### config.mk
export PLATFORM = sky130hd
export DESIGN_NAME = load_return_unit
export DESIGN_NICKNAME = d
export VERILOG_FILES = /design/src/rtl/load_return_unit.sv
export SDC_FILE = /design/constraint.sdc
export NUM_CORES = 1
export LEC_CHECK = 0
export ABC_AREA = 1
export CAP_MARGIN = 10
export CORE_ASPECT_RATIO = 0.9
export CORE_MARGIN = 5
export CORE_UTILIZATION = 48
export CTS_CLUSTER_SIZE = 20
export DETAILED_ROUTE_END_ITERATION = 8
export GPL_TIMING_DRIVEN = 0
export PLACE_DENSITY = 0.93
export SLEW_MARGIN = 40
export SYNTH_ARGS = -nofsm -noshare
export SYNTH_HDL_FRONTEND = slang
export SYNTH_SLANG_ARGS = --single-unit
### constraint.sdc
create_clock -name clk -period 3.83 [get_ports clk]
set_input_delay 0.383 -clock clk [delete_from_list [all_inputs] [get_ports clk]]
set_output_delay 0.383 -clock clk [all_outputs]
set_load 0.01 [all_outputs]
### src/rtl/load_return_unit.sv
// -----------------------------------------------------------------------------
// load_return_unit
//
// Read-side counterpart of the EX-stage store path. A load issued in EX is
// captured into an EX->MWB register. During MWB the synchronous read data
// (DMEM, BIOS or IO) is selected, aligned to the addressed byte/half and
// sign- or zero-extended for writeback and forwarding. The block also owns
// the memory-mapped cycle and retired-instruction counters that the IO region
// reads back.
//
// Ports:
//   clk, rst            system clock, asynchronous active-high reset
//   ld_valid_ex         EX holds a (non-bubble) load
//   ld_funct3_ex        load funct3 (LB/LH/LW/LBU/LHU, others return the word)
//   ld_addr_ex          load effective address in EX
//   st_valid_ex         EX holds a store
//   st_addr_ex          store effective address in EX (counter-clear target)
//   inst_retire         a non-bubble instruction leaves MWB this cycle
//   dmem_rdata          DMEM read data, one cycle after the address
//   bios_rdata          BIOS read data, one cycle after the address
//   io_rdata            other IO register read data, one cycle after the address
//   ld_valid_mwb        registered load valid in MWB
//   ld_data_mwb         aligned, extended load result (0 when not valid)
//   ld_err_mwb          misaligned-load flag (0 when not valid)
//   cycle_cnt           current cycle counter, zero-extended to 32 bits
//   inst_cnt            current retired-instruction counter, zero-extended
//
// Build option:
//   MISALIGN_TRAP_EN    when defined, misaligned LH/LHU/LW loads raise
//                       ld_err_mwb and return 0. When undefined, ld_err_mwb is
//                       tied low and the low address bits below the access
//                       size are ignored (accesses are force-aligned).
//
// Counter snapshots taken for an IO counter read hold the counter value as it
// stands after the load's EX edge, i.e. the value visible while the load is in
// MWB. A counter read issued right after a clearing store therefore returns 1.
// -----------------------------------------------------------------------------
module load_return_unit #(
  parameter int          CTR_WIDTH       = 32,
  parameter logic [31:0] IO_CYC_ADDR     = 32'h8000_0010,
  parameter logic [31:0] IO_INST_ADDR    = 32'h8000_0014,
  parameter logic [31:0] IO_CTR_RST_ADDR = 32'h8000_0018
) (
  input  logic        clk,
  input  logic        rst,
  input  logic        ld_valid_ex,
  input  logic [2:0]  ld_funct3_ex,
  input  logic [31:0] ld_addr_ex,
  input  logic        st_valid_ex,
  input  logic [31:0] st_addr_ex,
  input  logic        inst_retire,
  input  logic [31:0] dmem_rdata,
  input  logic [31:0] bios_rdata,
  input  logic [31:0] io_rdata,
  output logic        ld_valid_mwb,
  output logic [31:0] ld_data_mwb,
  output logic        ld_err_mwb,
  output logic [31:0] cycle_cnt,
  output logic [31:0] inst_cnt
);

  typedef enum logic [1:0] {
    REG_NONE = 2'd0,
    REG_DMEM = 2'd1,
    REG_BIOS = 2'd2,
    REG_IO   = 2'd3
  } region_e;

  typedef enum logic [1:0] {
    IO_OTHER = 2'd0,
    IO_CYC   = 2'd1,
    IO_INST  = 2'd2
  } io_sel_e;

  localparam logic [2:0] F3_LB  = 3'b000;
  localparam logic [2:0] F3_LH  = 3'b001;
  localparam logic [2:0] F3_LW  = 3'b010;
  localparam logic [2:0] F3_LBU = 3'b100;
  localparam logic [2:0] F3_LHU = 3'b101;

  // ---------------------------------------------------------------------------
  // EX -> MWB register fields and counters
  // ---------------------------------------------------------------------------
  logic                 ld_valid_q, ld_valid_d;
  logic [2:0]           funct3_q,   funct3_d;
  logic [1:0]           off_q,      off_d;
  region_e              region_q,   region_d;
  io_sel_e              io_sel_q,   io_sel_d;
  logic [CTR_WIDTH-1:0] cyc_snap_q, cyc_snap_d;
  logic [CTR_WIDTH-1:0] inst_snap_q, inst_snap_d;
  logic [CTR_WIDTH-1:0] cycle_cnt_q, cycle_cnt_d;
  logic [CTR_WIDTH-1:0] inst_cnt_q,  inst_cnt_d;
  logic                 ctr_clear;

  // NOTE: every signal written in an always_comb gets a default at the top so
  // no path leaves it unassigned, which would otherwise infer a latch.
  always_comb begin
    ld_valid_d = ld_valid_ex;
    funct3_d   = ld_funct3_ex;
    off_d      = ld_addr_ex[1:0];

    region_d = REG_NONE;
    casez (ld_addr_ex[31:28])
      4'b00?1: region_d = REG_DMEM;
      4'b0100: region_d = REG_BIOS;
      4'b1000: region_d = REG_IO;
      default: region_d = REG_NONE;
    endcase

    io_sel_d = IO_OTHER;
    if (ld_addr_ex == IO_CYC_ADDR)       io_sel_d = IO_CYC;
    else if (ld_addr_ex == IO_INST_ADDR) io_sel_d = IO_INST;

    // A clearing store overrides the increment of the same cycle.
    ctr_clear   = st_valid_ex && (st_addr_ex == IO_CTR_RST_ADDR);
    cycle_cnt_d = cycle_cnt_q + CTR_WIDTH'(1);
    inst_cnt_d  = inst_cnt_q + (inst_retire ? CTR_WIDTH'(1) : CTR_WIDTH'(0));
    if (ctr_clear) begin
      cycle_cnt_d = '0;
      inst_cnt_d  = '0;
    end

    cyc_snap_d  = cycle_cnt_d;
    inst_snap_d = inst_cnt_d;
  end

  // NOTE: sequential state uses non-blocking assignments so every flop samples
  // the pre-edge values regardless of statement order.
  always_ff @(posedge clk or posedge rst) begin
    if (rst) begin
      ld_valid_q  <= 1'b0;
      funct3_q    <= '0;
      off_q       <= '0;
      region_q    <= REG_NONE;
      io_sel_q    <= IO_OTHER;
      cyc_snap_q  <= '0;
      inst_snap_q <= '0;
      cycle_cnt_q <= '0;
      inst_cnt_q  <= '0;
    end else begin
      ld_valid_q  <= ld_valid_d;
      funct3_q    <= funct3_d;
      off_q       <= off_d;
      region_q    <= region_d;
      io_sel_q    <= io_sel_d;
      cyc_snap_q  <= cyc_snap_d;
      inst_snap_q <= inst_snap_d;
      cycle_cnt_q <= cycle_cnt_d;
      inst_cnt_q  <= inst_cnt_d;
    end
  end

  assign cycle_cnt = 32'(cycle_cnt_q);
  assign inst_cnt  = 32'(inst_cnt_q);

  // ---------------------------------------------------------------------------
  // Misalignment flag
  // ---------------------------------------------------------------------------
  logic misalign_q;

`ifdef MISALIGN_TRAP_EN
  logic misalign_d;

  always_comb begin
    misalign_d = 1'b0;
    case (ld_funct3_ex)
      F3_LH, F3_LHU: misalign_d = ld_addr_ex[0];
      F3_LW:         misalign_d = (ld_addr_ex[1:0] != 2'b00);
      default:       misalign_d = 1'b0;
    endcase
    misalign_d = misalign_d && ld_valid_ex;
  end

  always_ff @(posedge clk or posedge rst) begin
    if (rst) misalign_q <= 1'b0;
    else     misalign_q <= misalign_d;
  end
`else
  assign misalign_q = 1'b0;
`endif

  // ---------------------------------------------------------------------------
  // MWB: source select, alignment, extension
  // ---------------------------------------------------------------------------
  logic [31:0] src_word;
  logic [31:0] byte_sh;
  logic [31:0] half_sh;
  logic [31:0] load_val;

  always_comb begin
    src_word = '0;
    case (region_q)
      REG_DMEM: src_word = dmem_rdata;
      REG_BIOS: src_word = bios_rdata;
      REG_IO: begin
        case (io_sel_q)
          IO_CYC:  src_word = 32'(cyc_snap_q);
          IO_INST: src_word = 32'(inst_snap_q);
          default: src_word = io_rdata;
        endcase
      end
      default:  src_word = '0;
    endcase

    // Halves use only addr[1]; addr[0] is either ignored or trapped.
    byte_sh = src_word >> {off_q, 3'b000};
    half_sh = src_word >> {off_q[1], 4'b0000};

    load_val = src_word;
    case (funct3_q)
      F3_LB:   load_val = {{24{byte_sh[7]}},  byte_sh[7:0]};
      F3_LH:   load_val = {{16{half_sh[15]}}, half_sh[15:0]};
      F3_LBU:  load_val = {24'h0, byte_sh[7:0]};
      F3_LHU:  load_val = {16'h0, half_sh[15:0]};
      default: load_val = src_word;  // LW and undefined encodings
    endcase

    ld_data_mwb = '0;
    if (ld_valid_q && !misalign_q) ld_data_mwb = load_val;
  end

  assign ld_valid_mwb = ld_valid_q;
  assign ld_err_mwb   = ld_valid_q & misalign_q;

endmodule

==> flow_metrics.tcl, run 1 <==
set metrics [dict create \
    vias_per_cell 5.63 \
    path_cells "inv_1 > ha_1 > buf_2 > clkbuf_1 > nand2_1 > nand3_1 > o211ai_1 > nand3_1 > nand2_1 > nand2_1 > nand2_1 > nand3_1 > nand2_1 > inv_1 > clkdlybuf4s50_1" \
    syn_nets 1208 \
    slowest_stage "clkdlybuf4s50_1" \
    relSlewSlack_pct 55.8 \
    cp_common_cell "nand2_1" \
    core_region_area_um2 13300 \
    grt_max_degree 45 \
    drc 0 \
    criticalPathCategory "flop to output pin" \
    cts_root_buf "clkbuf_16" \
    holdBufCountCts 0 \
    stdcell_area_um2 9580 \
    fin_tns_setup_ps 0 \
    cpLargestDelayFamily "buffers and inverters" \
    ys_ff_latch 74 \
    grt_pass1_wl_um 43500 \
    dieArea_um2 15800 \
    finalSetupViolations 0 \
    fmax_mhz 289 \
    drt-total-wl_um 28200 \
    initial_core_util_pct 48.5 \
    tightest_slew_ps 660 \
    die_w_um 132 \
    cts.sinks 74 \
    leakage_nw 4.48 \
    seq_area_um2 1850 \
    portBuffers 264 \
    cp_max_fo 10 \
    syn_inst 1035 \
    antenna_found_initial 0 \
    dp_hpwl_um 23100 \
    avgRoutedWirePerCell_um 19.0 \
    htreeDepth 3 \
    grt_usage_pct 34.8 \
    hold_viol_final 0 \
    start_kind "flop" \
    ir_worst_vdd_mv 0.385 \
    drt-initial-drc-count 1036 \
    cts.repair.resized 0 \
    finalClockSkew_ps 7.11 \
    layout_common_cells "299 x nand2_1, 264 x clkdlybuf4s50_1, 162 x nor2_1" \
    worstPathRequired_ps 3450 \
    cts_tree "done" \
    power_mw 2.52 \
    fin_crit_sh_pct 90.5 \
    clk_path_buf_depth 2 \
    avgSynthCellArea_um2 6.21 \
    post-route-min-period_ps 3470 \
    slew_violations 0 \
    antenna_left 0 \
    place_area_um2 9310 \
    hold_slack_ps 379 \
    final_common_cell "nand2_1" \
    synth.cell_area_um2 6430 \
    layout.cells.non_filler 1484 \
    nets 1484 \
    worstReg2RegStart "inst_cnt[0]$_DFF_PP0_" \
    worst_skew_pair.late_latency_ps 350 \
    path_buf_inv 5 \
    status "finished clean" \
    placedCellCount 1468 \
    pin_count 266 \
    drive_gt1_share_pct 4.86 \
    multi_input_area_um2 3930 \
    grt_overflow 0 \
    end_kind "output pin" \
    fillers 1146 \
    maxCapViolations 0 \
    yosys_warnings 0 \
    power.density_nw_per_um2 263 \
    via_count 8357 \
    hold_path.class "primary input to asynchronous set/reset pin" \
    placementRows 40 \
    postCtsSetupRepairBufs 0 \
    cp.arrival_ps 3080 \
    cpPeakStageDelay_ps 570 \
    cts_buffers 9 \
    routabilityCongestion 0.949 \
    grt_pass1_vias 8033 \
    grt_setup_unrepaired "false" \
    areaGrowthSynthToFinish_pct 49.1 \
    first_pass_iters 6 \
    ys_seq_area_share_pct 28.8 \
    critPathLaunch "io_sel_q[0]$_DFF_PP0_" \
    diodes 0 \
    path_clk_slew_ps 60 \
    die_h_um 120 \
    ys_types 41 \
]
stage by stage:
step	utilization, %	worst slack (ps)
final	72.3	365
after global placement	70.0	245
after detailed placement	70.2	789
after floorplan	-	1570
after global routing	72.3	112
after CTS	72.3	386
flip-flops by register name, indices dropped and copies added, names as in the netlist:
register / cells
ld_valid_mwb: 1
inst_cnt: 32
region_q: 2
funct3_q: 3
cycle_cnt: 32
io_sel_q: 2
off_q: 2
per-layer routing:
metal	part of all wire, %	track usage (%)
met1	39	47.9
met2	45	53.7
met4	3.2	11.8
met5	0	0
met3	12	8.59
cells by family (layout without fill, tap and decap cells):
| family | after synthesis | count (layout) | share of synthesized area, % |
|---|---|---|---|
| xor+xnor | 42 | 42 | 5.72 |
| buf+inv | 155 | 436 | 10.1 |
| compound gates | 79 | 79 | 7.24 |
| other cells | 1 | 1 | 0.0584 |
| simple gates | 679 | 679 | 47.1 |
| fa+ha+maj | 5 | 5 | 0.974 |
| flops | 74 | 74 | 28.8 |
worst paths after layout:
check / slack [ps] / to / cells past startpoint
setup / recovery: 360 / ld_data_mwb[9] / 15
hold / removal: 380 / inst_cnt[18]$_DFF_PP0_ / 2
setup reg to reg: 1480 / inst_cnt[16]$_DFF_PP0_ / 9
hold reg to reg: 590 / inst_cnt[31]$_DFF_PP0_ / 2
max in group asynchronous: 2910 / cycle_cnt[18]$_DFF_PP0_ / 3
min in group clk: 470 / ld_valid_mwb$_DFF_PP0_ / 1
layout make-up:
class                           instances  area share, %
Timing Repair Buffer                  265           27.9
Clock inverter                          6          0.444
Inverter                              120           4.78
Sequential cell                        74           19.3
Clock buffer                           10           2.39
Buffer                                 35           2.02
Tap cell                              168           2.19
Multi-Input combinational cell        806           41.0
worst register-to-register path: cells and delay by family (launching register included):
family	cells	cell delay, ps
adder cells (fa/ha/maj)	2	530
flip-flops	1	450
XOR/XNOR	1	180
buffers and inverters	1	150
AND/OR/NAND/NOR	5	980
cells in the mapped netlist:
| cell | n | share of area [%] |
|---|---|---|
| nor3b_1 | 5 | 0.58 |
| nand3b_1 | 5 | 0.58 |
| nand3_2 | 1 | 0.16 |
| nand2_2 | 4 | 0.39 |
| o21ai_0 | 30 | 2.3 |
| nor4_1 | 26 | 2.5 |
| nand2_4 | 1 | 0.18 |
| ha_1 | 5 | 0.97 |
| buf_12 | 1 | 0.31 |
| buf_4 | 1 | 0.12 |
| o211a_1 | 1 | 0.16 |
| nand2_1 | 299 | 17 |
| a31oi_1 | 2 | 0.19 |
| nor3_1 | 44 | 3.4 |
| dfrtp_1 | 74 | 29 |
| nand3_1 | 92 | 7.2 |
| buf_6 | 3 | 0.53 |
| nor2_4 | 10 | 1.8 |
| a31o_2 | 2 | 0.27 |
| xnor2_1 | 7 | 0.95 |
| a22o_1 | 1 | 0.14 |
| inv_1 | 112 | 6.5 |
| clkinv_1 | 4 | 0.23 |
| a21oi_1 | 20 | 1.6 |
| xor2_1 | 35 | 4.8 |
| clkbuf_1 | 11 | 0.64 |
| conb_1 | 1 | 0.058 |
| buf_1 | 3 | 0.18 |
| inv_2 | 3 | 0.18 |
| nand4_1 | 24 | 2.3 |
| nor3_4 | 1 | 0.25 |
| buf_2 | 16 | 1.2 |
| nand3_4 | 2 | 0.55 |
| nor2_1 | 162 | 9.5 |
| or2_2 | 1 | 0.097 |
| inv_4 | 1 | 0.097 |
| o31ai_1 | 1 | 0.12 |
| a21o_1 | 3 | 0.35 |
| o22ai_1 | 5 | 0.49 |
| o211ai_1 | 14 | 1.6 |
| and2_1 | 2 | 0.19 |
report_power, final:
part           total (mW)  switching (mW)  internal (mW)
Combinational       0.784           0.382          0.402
Clock               0.794           0.355          0.440
Sequential          0.942           0.104          0.838
Total                2.52           0.841           1.68
(Power assumes the default switching activity.)
==> inputs of run 2 (changes only) <==
- CTS_CLUSTER_DIAMETER: default -> 100
- HOLD_SLACK_MARGIN: default -> 0.02
- SLEW_MARGIN: 40 -> 5
==> run 2 against run 1 <==
  * Die area did not move
  * Cell area is essentially flat
  * Core utilization up 0.057 points
  * Hold slack gained 27 ps
  * Clock power up 2.8%
  * Clock-buffer cell count is the same
  * Via count grew 0.22%
  * Combinational power about the same
  * Total power up 0.95%
  * First-iteration DRC count rose by 2.8%
  * Maximum frequency down 0.37%
  * Critical path type unchanged
  * Largest cell class unchanged
  * Highest routed layer unchanged
==> flow_metrics.tcl, run 2 (same netlist as run 1, synthesis figures left out) <==
set metrics [dict create \
    start_kind "flop" \
    vias_per_cell 5.64 \
    utilization_pct 72.3 \
    post-route-min-period_ps 3480 \
    grt_usage_pct 34.1 \
    fin_tns_setup_ps 0 \
    first_pass_iters 6 \
    finalSetupViolations 0 \
    areaGrowthSynthToFinish_pct 49.2 \
    hold_viol_final 0 \
    worstSetupPathDepth 15 \
    use_met1_pct 46.8 \
    hold_path.class "primary input to asynchronous set/reset pin" \
    worstReg2RegStart "inst_cnt[0]$_DFF_PP0_" \
    final_common_cell "nand2_1" \
    cts.repair.resized 0 \
    initial_core_util_pct 48.5 \
    slowest_stage "clkdlybuf4s50_1" \
    dp_hpwl_um 23000 \
    stdcell_area_um2 9590 \
    slew_violations 0 \
    nets 1484 \
    cts_tree "done" \
    worstSetupEndpoint "ld_data_mwb[9]" \
    drive_gt1_share_pct 4.94 \
    hold_slack_ps 407 \
    worst_skew_pair.late_latency_ps 350 \
    drc 0 \
    cpPeakStageDelay_ps 570 \
    postCtsSetupRepairBufs 0 \
    antenna_found_initial 0 \
    r2r_setup_slack_ps 1510 \
    die_h_um 120 \
    routabilityCongestion 0.949 \
    setup_slack_ps 352 \
    worstPathRequired_ps 3450 \
    drt-total-wl_um 28100 \
    grt.busiest_layer "met2" \
    core_region_area_um2 13300 \
    r2r_cells 9 \
    relSlewSlack_pct 57.6 \
    leakage_nw 4.49 \
    maxCapViolations 0 \
    placementRows 40 \
    die_w_um 132 \
    cts.sinks 74 \
    drt-initial-drc-count 1065 \
    dieArea_um2 15800 \
    antenna_left 0 \
    path_buf_inv 5 \
    portBuffers 264 \
    power.density_nw_per_um2 265 \
    cpLargestDelayFamily "buffers and inverters" \
    fmax_mhz 288 \
    pin_count 266 \
    status "finished clean" \
    htreeDepth 3 \
    cts_root_buf "clkbuf_16" \
    holdBufCountCts 0 \
    grt_pass1_vias 7839 \
    cp_common_cell "nand2_1" \
    place_area_um2 9310 \
    cp_max_fo 10 \
    grt_pass1_wl_um 42500 \
    avgRoutedWirePerCell_um 19.0 \
    grt_overflow 0 \
    grt_max_degree 45 \
    cp.arrival_ps 3100 \
    ir_worst_vdd_mv 0.318 \
    finalClockSkew_ps 6.47 \
    grtUsageMet3_pct 8.51 \
    diodes 0 \
    via_count 8375 \
    fillers 1122 \
    clk_path_buf_depth 2 \
    critPathLaunch "io_sel_q[0]$_DFF_PP0_" \
    fin_crit_sh_pct 90.8 \
    cts_buffers 9 \
    preCtsSetupSlack_ps 792 \
    end_kind "output pin" \
    layout_common_cells "299 x nand2_1, 264 x clkdlybuf4s50_1, 162 x nor2_1" \
    tightest_slew_ps 633 \
    path_cells "inv_1 > ha_1 > buf_2 > clkbuf_1 > nand2_1 > nand3_1 > o211ai_1 > nand3_1 > nand2_1 > nand2_1 > nand2_1 > nand3_1 > nand2_1 > inv_1 > clkdlybuf4s50_1" \
    path_clk_slew_ps 60 \
    criticalPathCategory "flop to output pin" \
    grtUsageMet2_pct 53.3 \
    r2r_end "inst_cnt[16]$_DFF_PP0_" \
    grt_setup_unrepaired "false" \
]
run 2: worst min path at each step:
stage | endpoint | start | slack [ps] | depth (start not counted)
after floorplan | funct3_q[0]$_DFF_PP0_ | ld_funct3_ex[0] | 410 | 0
after global placement | inst_cnt[31]$_DFF_PP0_ | inst_cnt[31]$_DFF_PP0_ | 570 | 2
after detailed placement | inst_cnt[31]$_DFF_PP0_ | inst_cnt[31]$_DFF_PP0_ | 580 | 2
after CTS | inst_cnt[18]$_DFF_PP0_ | rst | 420 | 2
after global routing | inst_cnt[18]$_DFF_PP0_ | rst | 440 | 2
final | inst_cnt[18]$_DFF_PP0_ | rst | 410 | 2
run 2: metrics by stage:
| step | instances | total power [mW] |
|---|---|---|
| 5_1_grt | 1484 | 2.65 |
| 6_report | 1484 | 2.54 |
| 3_5_place_dp | 1468 | 1.73 |
| 2_1_floorplan | 1035 | 1.26 |
| 3_3_place_gp | 1467 | 1.71 |
| 4_1_cts | 1484 | 2.53 |
run 2: area by class of cell:
class                           count  area [um^2]  area share, %
Inverter                          120          455           4.75
Buffer                             35          194           2.02
Sequential cell                    74         1850           19.3
Tap cell                          168          210           2.19
Timing Repair Buffer              265         2670           27.8
Clock inverter                      6         42.5          0.444
Multi-Input combinational cell    806         3930           41.0
Clock buffer                       10          239           2.49
run 2: metal layers:
layer | part of all wire (%) | up-vias | wire [um]
li1 | - | 3898 | -
met5 | 0 | - | 0
met3 | 12 | 73 | 3330
met4 | 3.0 | 0 | 846
met1 | 41 | 3823 | 11400
met2 | 45 | 581 | 12500
run 2: report_power, final:
group / switching [mW] / internal, mW
clock: 0.359 / 0.456
combinational: 0.382 / 0.402
sequential: 0.106 / 0.838
==> inputs of run 3 (changes only) <==
- CORE_UTILIZATION: 48 -> 40
- PLACE_DENSITY: 0.93 -> 0.81
==> run 3 against run 2 <==
  * Hold slack got worse by 94 ps
  * Highest routed layer unchanged
  * Largest power group is now clock
  * Combinational power rose by 0.5%
  * Critical path type unchanged
  * Clock skew rose by 3.4 ps
==> flow_metrics.tcl, run 3 (same netlist as run 1, synthesis figures left out) <==
set metrics [dict create \
    status "finished clean" \
    vias_per_cell 5.42 \
    cts_root_buf "clkbuf_16" \
    grt_overflow 0 \
    start_kind "flop" \
    grt_pass1_vias 7842 \
    tightest_slew_ps 625 \
    drive_gt1_share_pct 4.94 \
    finalClockSkew_ps 9.90 \
    core_region_area_um2 16000 \
    grt_usage_pct 30.0 \
    final_common_cell "nand2_1" \
    routabilityCongestion 1.01 \
    path_clk_slew_ps 70 \
    leakage_nw 4.51 \
    postCtsSetupRepairBufs 0 \
    maxCapViolations 0 \
    htreeDepth 3 \
    diodes 0 \
    ir_worst_vdd_mv 0.272 \
    fin_tns_setup_ps 0 \
    drc 0 \
    pin_count 266 \
    post-route-min-period_ps 3460 \
    r2r_cells 9 \
    dieArea_um2 18700 \
    hold_viol_final 0 \
    worstPathRequired_ps 3450 \
    cpLargestDelayFamily "buffers and inverters" \
    grt_pass1_wl_um 42800 \
    first_pass_iters 6 \
    path_buf_inv 6 \
    portBuffers 264 \
    cpPeakStageDelay_ps 470 \
    worst_skew_pair.late_latency_ps 350 \
    relSlewSlack_pct 58.4 \
    path_cells "inv_1 > ha_1 > inv_2 > buf_6 > buf_2 > nand3_1 > o211ai_1 > nand3_1 > nand2_1 > nand2_1 > nand2_1 > nand3_1 > nand2_1 > inv_1 > clkdlybuf4s50_1" \
    cp_common_cell "nand2_1" \
    antenna_found_initial 0 \
    slowest_stage "clkdlybuf4s50_1" \
    fmax_mhz 289 \
    drt-initial-drc-count 930 \
    grt_setup_unrepaired "false" \
    end_kind "output pin" \
    cp_max_fo 10 \
    fin_crit_sh_pct 90.4 \
    worstSetupPathDepth 15 \
    r2r_end "inst_cnt[16]$_DFF_PP0_" \
    cts.repair.resized 0 \
    utilization_pct 60.7 \
    worstReg2RegStart "inst_cnt[0]$_DFF_PP0_" \
    worstSetupEndpoint "ld_data_mwb[12]" \
    antenna_left 0 \
    finalSetupViolations 0 \
    nets 1484 \
    hold_path.class "primary input to asynchronous set/reset pin" \
    via_count 8262 \
    clk_path_buf_depth 2 \
    avgRoutedWirePerCell_um 18.9 \
    slew_violations 0 \
    cts.sinks 74 \
    power.density_nw_per_um2 276 \
    initial_core_util_pct 40.3 \
    cts_buffers 9 \
    cts_tree "done" \
    critPathLaunch "io_sel_q[0]$_DFF_PP0_" \
    drt-total-wl_um 28700 \
    holdBufCountCts 0 \
    cp.arrival_ps 3080 \
    dp_hpwl_um 23700 \
    criticalPathCategory "flop to output pin" \
    grt_max_degree 59 \
    placementRows 44 \
    layout_common_cells "299 x nand2_1, 264 x clkdlybuf4s50_1, 162 x nor2_1" \
    r2r_setup_slack_ps 1500 \
    die_w_um 144 \
    areaGrowthSynthToFinish_pct 50.7 \
    die_h_um 130 \
]
-- run 3: final cells by class --
| type | count | area (um^2) |
|---|---|---|
| sequential | 74 | 1850 |
| clock buffer | 9 | 225 |
| multi-input combinational | 806 | 3930 |
| clock inverter | 7 | 100 |
| tap | 207 | 259 |
| buffer | 35 | 194 |
| fill | 1555 | 6280 |
| inverter | 120 | 455 |
| timing repair buffer | 265 | 2670 |
-- run 3: through the flow --
step / setup slack, ps / instances / hold WS [ps] / cell area, um^2 / total power, mW
2_1_floorplan: 1570 / 1035 / 414 / 6430 / 1.26
3_3_place_gp: 240 / 1506 / 562 / 9330 / 1.72
3_5_place_dp: 794 / 1507 / 588 / 9360 / 1.73
4_1_cts: 407 / 1523 / 317 / 9680 / 2.67
5_1_grt: 191 / 1523 / 330 / 9680 / 2.77
6_report: 367 / 1523 / 313 / 9680 / 2.67
-- run 3: how the worst min path moves through the flow --
stage                             endpoint                   start  slack, ps  cells after the start
global placement    cycle_cnt[0]$_DFF_PP0_  cycle_cnt[0]$_DFF_PP0_        560                      1
finish              inst_cnt[19]$_DFF_PP0_                     rst        310                      2
floorplan            funct3_q[0]$_DFF_PP0_         ld_funct3_ex[0]        410                      0
detailed placement  inst_cnt[31]$_DFF_PP0_  inst_cnt[31]$_DFF_PP0_        590                      2
global route        inst_cnt[19]$_DFF_PP0_                     rst        330                      2
CTS                 inst_cnt[19]$_DFF_PP0_                     rst        320                      2
-- run 3: layer usage --
metal  share of wire (%)  GRT usage, %  wire length, um  up-vias
met5                   0             0                0        -
met4                 3.6          11.6             1030        0
met3                  11          6.12             3020       67
met2                  44          45.9            12700      465
met1                  42          41.9            12000     3820
li1                    -             -                -     3910
-- run 3: power by group --
group	internal, mW	switching (mW)
Sequential	0.838	0.0998
Clock	0.576	0.367
Combinational	0.402	0.387
==> RTL change 1 (flow settings as in run 1) <==
Add a define of `MISALIGN_TRAP_EN`.
--- a/src/rtl/load_return_unit.sv
+++ b/src/rtl/load_return_unit.sv
@@ -36,4 +36,6 @@
 // MWB. A counter read issued right after a clearing store therefore returns 1.
 // -----------------------------------------------------------------------------
+`define MISALIGN_TRAP_EN
+
 module load_return_unit #(
   parameter int          CTR_WIDTH       = 32,
Check against the original RTL: not equivalent (Yosys sat finds a counterexample within 4 cycles, from zero or initial values and one cycle with rst high).
==> RTL change 1 against run 1 <==
Power down 3.0%; worst setup slack got worse by 100 ps; sequential power down 2.9%; final area rose by 1.7%; sequential cell count up 1; largest cell class unchanged; wire length is 0.39% higher; highest routed layer unchanged; cell count rose by 1.8%; clock power grew 1%; register-to-register slack gained 80 ps; area after synthesis increased by 2.4%; count of clock-buffer cells in the layout up 1; via count increased by 1.9%.
==> RTL change 1: results (changes against run 1) <==
CTS
  – Latest clock arrival within the worst-skew pair: 350 ps (about the same)
  – Clock buffer depth: 2 (unchanged)
  – H-tree levels: 3 (unchanged)
  – Num CTS Buffers: 9 (unchanged)
  – Post-CTS Repair Setup Buffers: 0 (unchanged)
  – CTS tree: done
  – CTS resizes: 0 (unchanged)
  – Reg clk slew, reported paths: 60 ps (about the same)
  – Clk root buf: clkbuf_16

Setup path
  – Reg2reg end: cycle_cnt[18]
  – Worst reg-to-reg path cell count: 10 (+1)
  – Crit path from: io_sel_q[0]
  – Top Family by Delay on Critical Path: buffers and inverters
  – Critical Path Slowest Stage Cell: clkdlybuf4s50_1
  – Arrival time worst endpoint: 3180 ps (+100 ps)
  – Crit path largest cell delay: 500 ps (-70 ps)
  – Worst Setup Start Kind: flip-flop
  – FF-to-FF Start: cycle_cnt[0]
  – R2r setup slk: 1560 ps (+80 ps)
  – Critical Path Fanout Max: 10 (unchanged)

Final layout
  – Nets: 1510 (+1.8%)
  – Ant diodes: 0 (unchanged)
  – Fillers: 1118 (-2.4%)
  – Share of cells above drive strength 1: 6.04% (+1.2 points)

Place
  – RD Place Congestion: 1.03 (+9.0%)
  – Number of port buffers: 265 (+0.38%)
  – Post-DP HPWL: 23.3 mm (+1.1%)

GRT
  – Total track usage: 34.2% (-0.68 points)
  – Largest net degree at the start of global routing: 39 (-13%)
  – Vias in the first global route: 8055 (+0.27%)
  – Initial antenna violation count: 0 (unchanged)
  – First-pass GRT wire length: 43.2 mm (-0.55%)

Synthesis
  – Syn Nets: 1233 (+2.1%)
  – Post-synthesis sequential area ratio: 28.5% (-0.29 points)
  – Synth warnings: 0 (unchanged)
  – Count of distinct cell types in the synthesized netlist: 37 (-9.8%)
  – Async SR Flop Fraction: 100% (unchanged)
  – Area contributors post-synth: dfrtp_1 (29%), nand2_1 (18%), nor2_1 (9.0%), inv_1 (7.1%), nand3_1 (6.8%)
  – Synth cell count leaders: nand2_1 (310), nor2_1 (157), inv_1 (124)
  – Post-synth top area share: 28.5% (-0.29 points)

Min path
  – Worst Hold Class: in -> async

Routing
  – Final WL: 28.3 mm (+0.39%)
  – Initial DRC Count: 1132 (+9.3%)
  – Vias per inst: 5.64 (+0.15%)
  – First-pass DRT Iterations: 8 (+2)

Power
  – Peak supply drop: 0.000234 V (-39%)
  – P_leak: 4.45 nW (-0.61%)

Status
  – Status: finished, final reports clean

STA
  – Worst slew pin tran: 772 ps (+112 ps)
  – Setup violators final: 0 (unchanged)
  – Clk_skew: 7.20 ps (+0.0893 ps)
-- RTL change 1: worst max path at each step --
stage | to | slack, ps | depth (start not counted)
2_1_floorplan | cycle_cnt[0] | 1540 | 1
4_1_cts | ld_data_mwb[1] | 340 | 15
6_report | ld_data_mwb[1] | 260 | 15
5_1_grt | ld_data_mwb[1] | 120 | 15
3_5_place_dp | ld_data_mwb[1] | 730 | 15
3_3_place_gp | cycle_cnt[20] | 280 | 2
-- RTL change 1: layout make-up --
cell class	count	area (µm²)	share of cell area (%)
Buffer	35	199	2.04
Clock buffer	11	243	2.49
Clock inverter	5	37.5	0.385
Inverter	132	500	5.13
Multi-Input combinational cell	818	4010	41.1
Sequential cell	75	1880	19.3
Tap cell	168	210	2.16
Timing Repair Buffer	266	2670	27.4
-- RTL change 1: logic make-up after synthesis --
group	Yosys count	share of synthesized area [%]
buffers and inverters	167	10.6
AOI/OAI and AO/OA	80	7.15
adders and majority gates	5	0.951
xor gates and xnor gates	42	5.59
DFF	75	28.5
and+or+nand+nor	691	47.2
-- RTL change 1: power by group --
part / internal (mW) / total, mW / switching (mW)
clock: 0.459 / 0.805 / 0.346
sequential: 0.839 / 0.915 / 0.0762
combinational: 0.371 / 0.724 / 0.352
-- RTL change 1: worst reg2reg max path, delay by kind of cell, from the launching register on --
kind | cells | cell delay (ps)
buffers and inverters | 1 | 90
adders and majority gates | 1 | 240
DFF | 1 | 530
and+or+nand+nor | 8 | 1270
-- RTL change 1: per-layer routing --
| layer | vias up | wire, µm | track usage (%) |
|---|---|---|---|
| met5 | - | 0 | 0 |
| met4 | 0 | 615 | 7.78 |
| met3 | 57 | 3360 | 8.29 |
| met2 | 549 | 13200 | 57.2 |
| met1 | 3945 | 11100 | 44.9 |
| li1 | 3965 | - | - |
-- RTL change 1: through the flow --
step	area (µm²)	hold WS, ps	power [mW]	setup slack, ps	cells
final	9750	403	2.44	263	1510
after detailed placement	9470	570	1.64	726	1494
after CTS	9750	411	2.44	336	1510
after global placement	9440	571	1.62	284	1493
after global routing	9750	432	2.55	118	1510
after floorplan	6580	414	1.22	1540	1060
==> RTL change 2 (config.mk and constraints of run 1) <==
Made on the original files. Re-encode `io_sel_e` (3 values) as one-hot, 3 bits wide.
--- a/src/rtl/load_return_unit.sv
+++ b/src/rtl/load_return_unit.sv
@@ -67,8 +67,8 @@
   } region_e;
 
-  typedef enum logic [1:0] {
-    IO_OTHER = 2'd0,
-    IO_CYC   = 2'd1,
-    IO_INST  = 2'd2
+  typedef enum logic [2:0] {
+    IO_OTHER = 3'b001,
+    IO_CYC   = 3'b010,
+    IO_INST  = 3'b100
   } io_sel_e;
 
Function: same outputs for any inputs over 10 cycles, from zero or initial values and one cycle with rst high; not proved beyond that.
==> RTL change 2 against run 1 <==
Non-clock buffer count down 3; area after synthesis is 4.2% lower; largest cell class unchanged; sequential cell count increased by 1; wire length fell by 2.8%; worst setup slack got worse by 190 ps; power rose by 12%; cell count fell by 4.8%; final area down 1.9%; highest routed layer unchanged; sequential power shrank 0.8%; core utilization grew 2.1 points; via count is 3.1% lower.
==> RTL change 2: results (changes against run 1) <==
Setup path
  – Crit path largest cell delay: 580 ps
  – Critical Path Slowest Stage Cell: clkdlybuf4s50_1
  – Arrival time worst endpoint: 3270 ps (+190 ps)
  – Critical Path Fanout Max: 10 (unchanged)

GRT
  – Vias in the first global route: 8029 (-0.050%)
  – First-pass GRT wire length: 42.2 mm (-2.8%)
  – Largest net degree at the start of global routing: 53 (+18%)
  – Total track usage: 35.6% (+0.76 points)

Synthesis
  – Post-synthesis sequential area ratio: 30.5% (+1.7 points)
  – Post-Synth Adder-Cell Area: 0.610% (-0.36 points)
  – Mapped Avg Cell Area: 6.36 µm² (+2.4%)
  – Syn Nets: 1139 (-5.7%)
  – Synth cell count leaders: nand2_1 (283), nor2_1 (141), inv_1 (103)
  – Synth Area in Compound Gates: 8.62% (+1.4 points)
  – Xor-xnor portion of the synthesized cell area: 4.69% (-1.0 points)
  – Synth warnings: 0 (unchanged)
  – Area contributors post-synth: dfrtp_1 (30%), nand2_1 (17%), nor2_1 (8.6%), inv_1 (6.3%), nand3_1 (6.1%)
  – Count of distinct cell types in the synthesized netlist: 43 (+4.9%)

Routing
  – Initial DRC Count: 890 (-14%)
  – Vias per inst: 5.73 (+1.8%)
  – Drt wl/cell: 19.4 µm (+2.1%)
  – Routed vias: 8102 (-3.1%)

Status
  – Status: finished, final reports clean

Final layout
  – Nets: 1415 (-4.6%)
  – Share of cells above drive strength 1: 4.96% (+0.10 points)
  – Fillers: 1061 (-7.4%)

CTS
  – Reg clk slew, reported paths: 60 ps (about the same)
  – H-tree levels: 3 (unchanged)
  – Clk root buf: clkbuf_16
  – Latest clock arrival within the worst-skew pair: 350 ps (about the same)
  – CTS resizes: 0 (unchanged)
  – Clock buffer depth: 2 (unchanged)

STA
  – Clk_skew: 6.86 ps (-0.247 ps)
  – Final hold violation count: 0 (unchanged)
  – Slew headroom: 53.7% (-2.2 points)

Place
  – Number of port buffers: 264 (unchanged)
  – Post-DP HPWL: 22.3 mm (-3.5%)
  – RD Place Congestion: 1.06 (+11%)
  – DP Cell Count: 1397 (-4.8%)

Power
  – Peak supply drop: 0.000320 V (-17%)
  – P_leak: 4.28 nW (-4.5%)
-- RTL change 2: changes by cell type after synthesis, moves of 12 or more --
| cell | change |
|---|---|
| a21oi_1 | +15 |
| a22o_1 | +12 |
| nor2_1 | -21 |
| nand2_1 | -16 |
| nand3_1 | -17 |
-- RTL change 2: worst max-delay path: cells and delay by family, from the launching register on --
family                 cells  cell delay, ps
buffers and inverters      4            1170
AND/OR/NAND/NOR            5             610
flip-flops                 1             540
AO/OA/AOI/OAI              3             590
-- RTL change 2: report_power, final --
group	internal, mW	switching (mW)
Clock	0.674	0.361
Sequential	0.856	0.0779
Combinational	0.424	0.426
Total	1.95	0.865
-- RTL change 2: final cells by class --
type / instances / share of cell area, %
buffer: 32 / 1.80
clock buffer: 11 / 2.69
clock inverter: 5 / 1.13
inverter: 106 / 4.31
multi-input combinational: 755 / 39.5
sequential: 75 / 20.0
tap: 164 / 2.18
timing repair buffer: 265 / 28.4
-- RTL change 2: path summary, 6_finish.rpt --
kind	startpoint	endpoint	slack [ps]	cells after the start
setup / recovery	io_sel_q[0]	ld_data_mwb[0]	180	12
hold / removal	rst	cycle_cnt[13]	340	2
setup reg to reg	inst_cnt[0]	inst_cnt[30]	1300	13
hold reg to reg	cycle_cnt[0]	cycle_cnt[0]	570	1
max in group asynchronous	rst	inst_cnt[16]	2940	3
min in group clk	ld_funct3_ex[2]	funct3_q[2]	470	1
-- RTL change 2: per-layer routing --
layer | global-route usage [%] | wire (µm) | vias to the layer above
li1 | - | - | 3726
met1 | 45.7 | 10600 | 3785
met2 | 57.7 | 12900 | 513
met3 | 8.55 | 2950 | 78
met4 | 13.5 | 921 | 0
met5 | 0 | 0 | -
-- RTL change 2: cells by family after synthesis --
logic type | count (synthesis)
compound gates | 87
xor+xnor | 33
fa+ha+maj | 3
buf+inv | 138
flops | 75
other cells | 1
simple gates | 631
-- RTL change 2: metrics by stage --
step	instance area, µm²	setup slack [ps]	power [mW]
after floorplan	6160	1540	1.31
after global placement	9000	271	1.76
after detailed placement	9040	636	1.78
after CTS	9400	256	2.81
after global routing	9400	18.1	2.92
final	9400	176	2.82
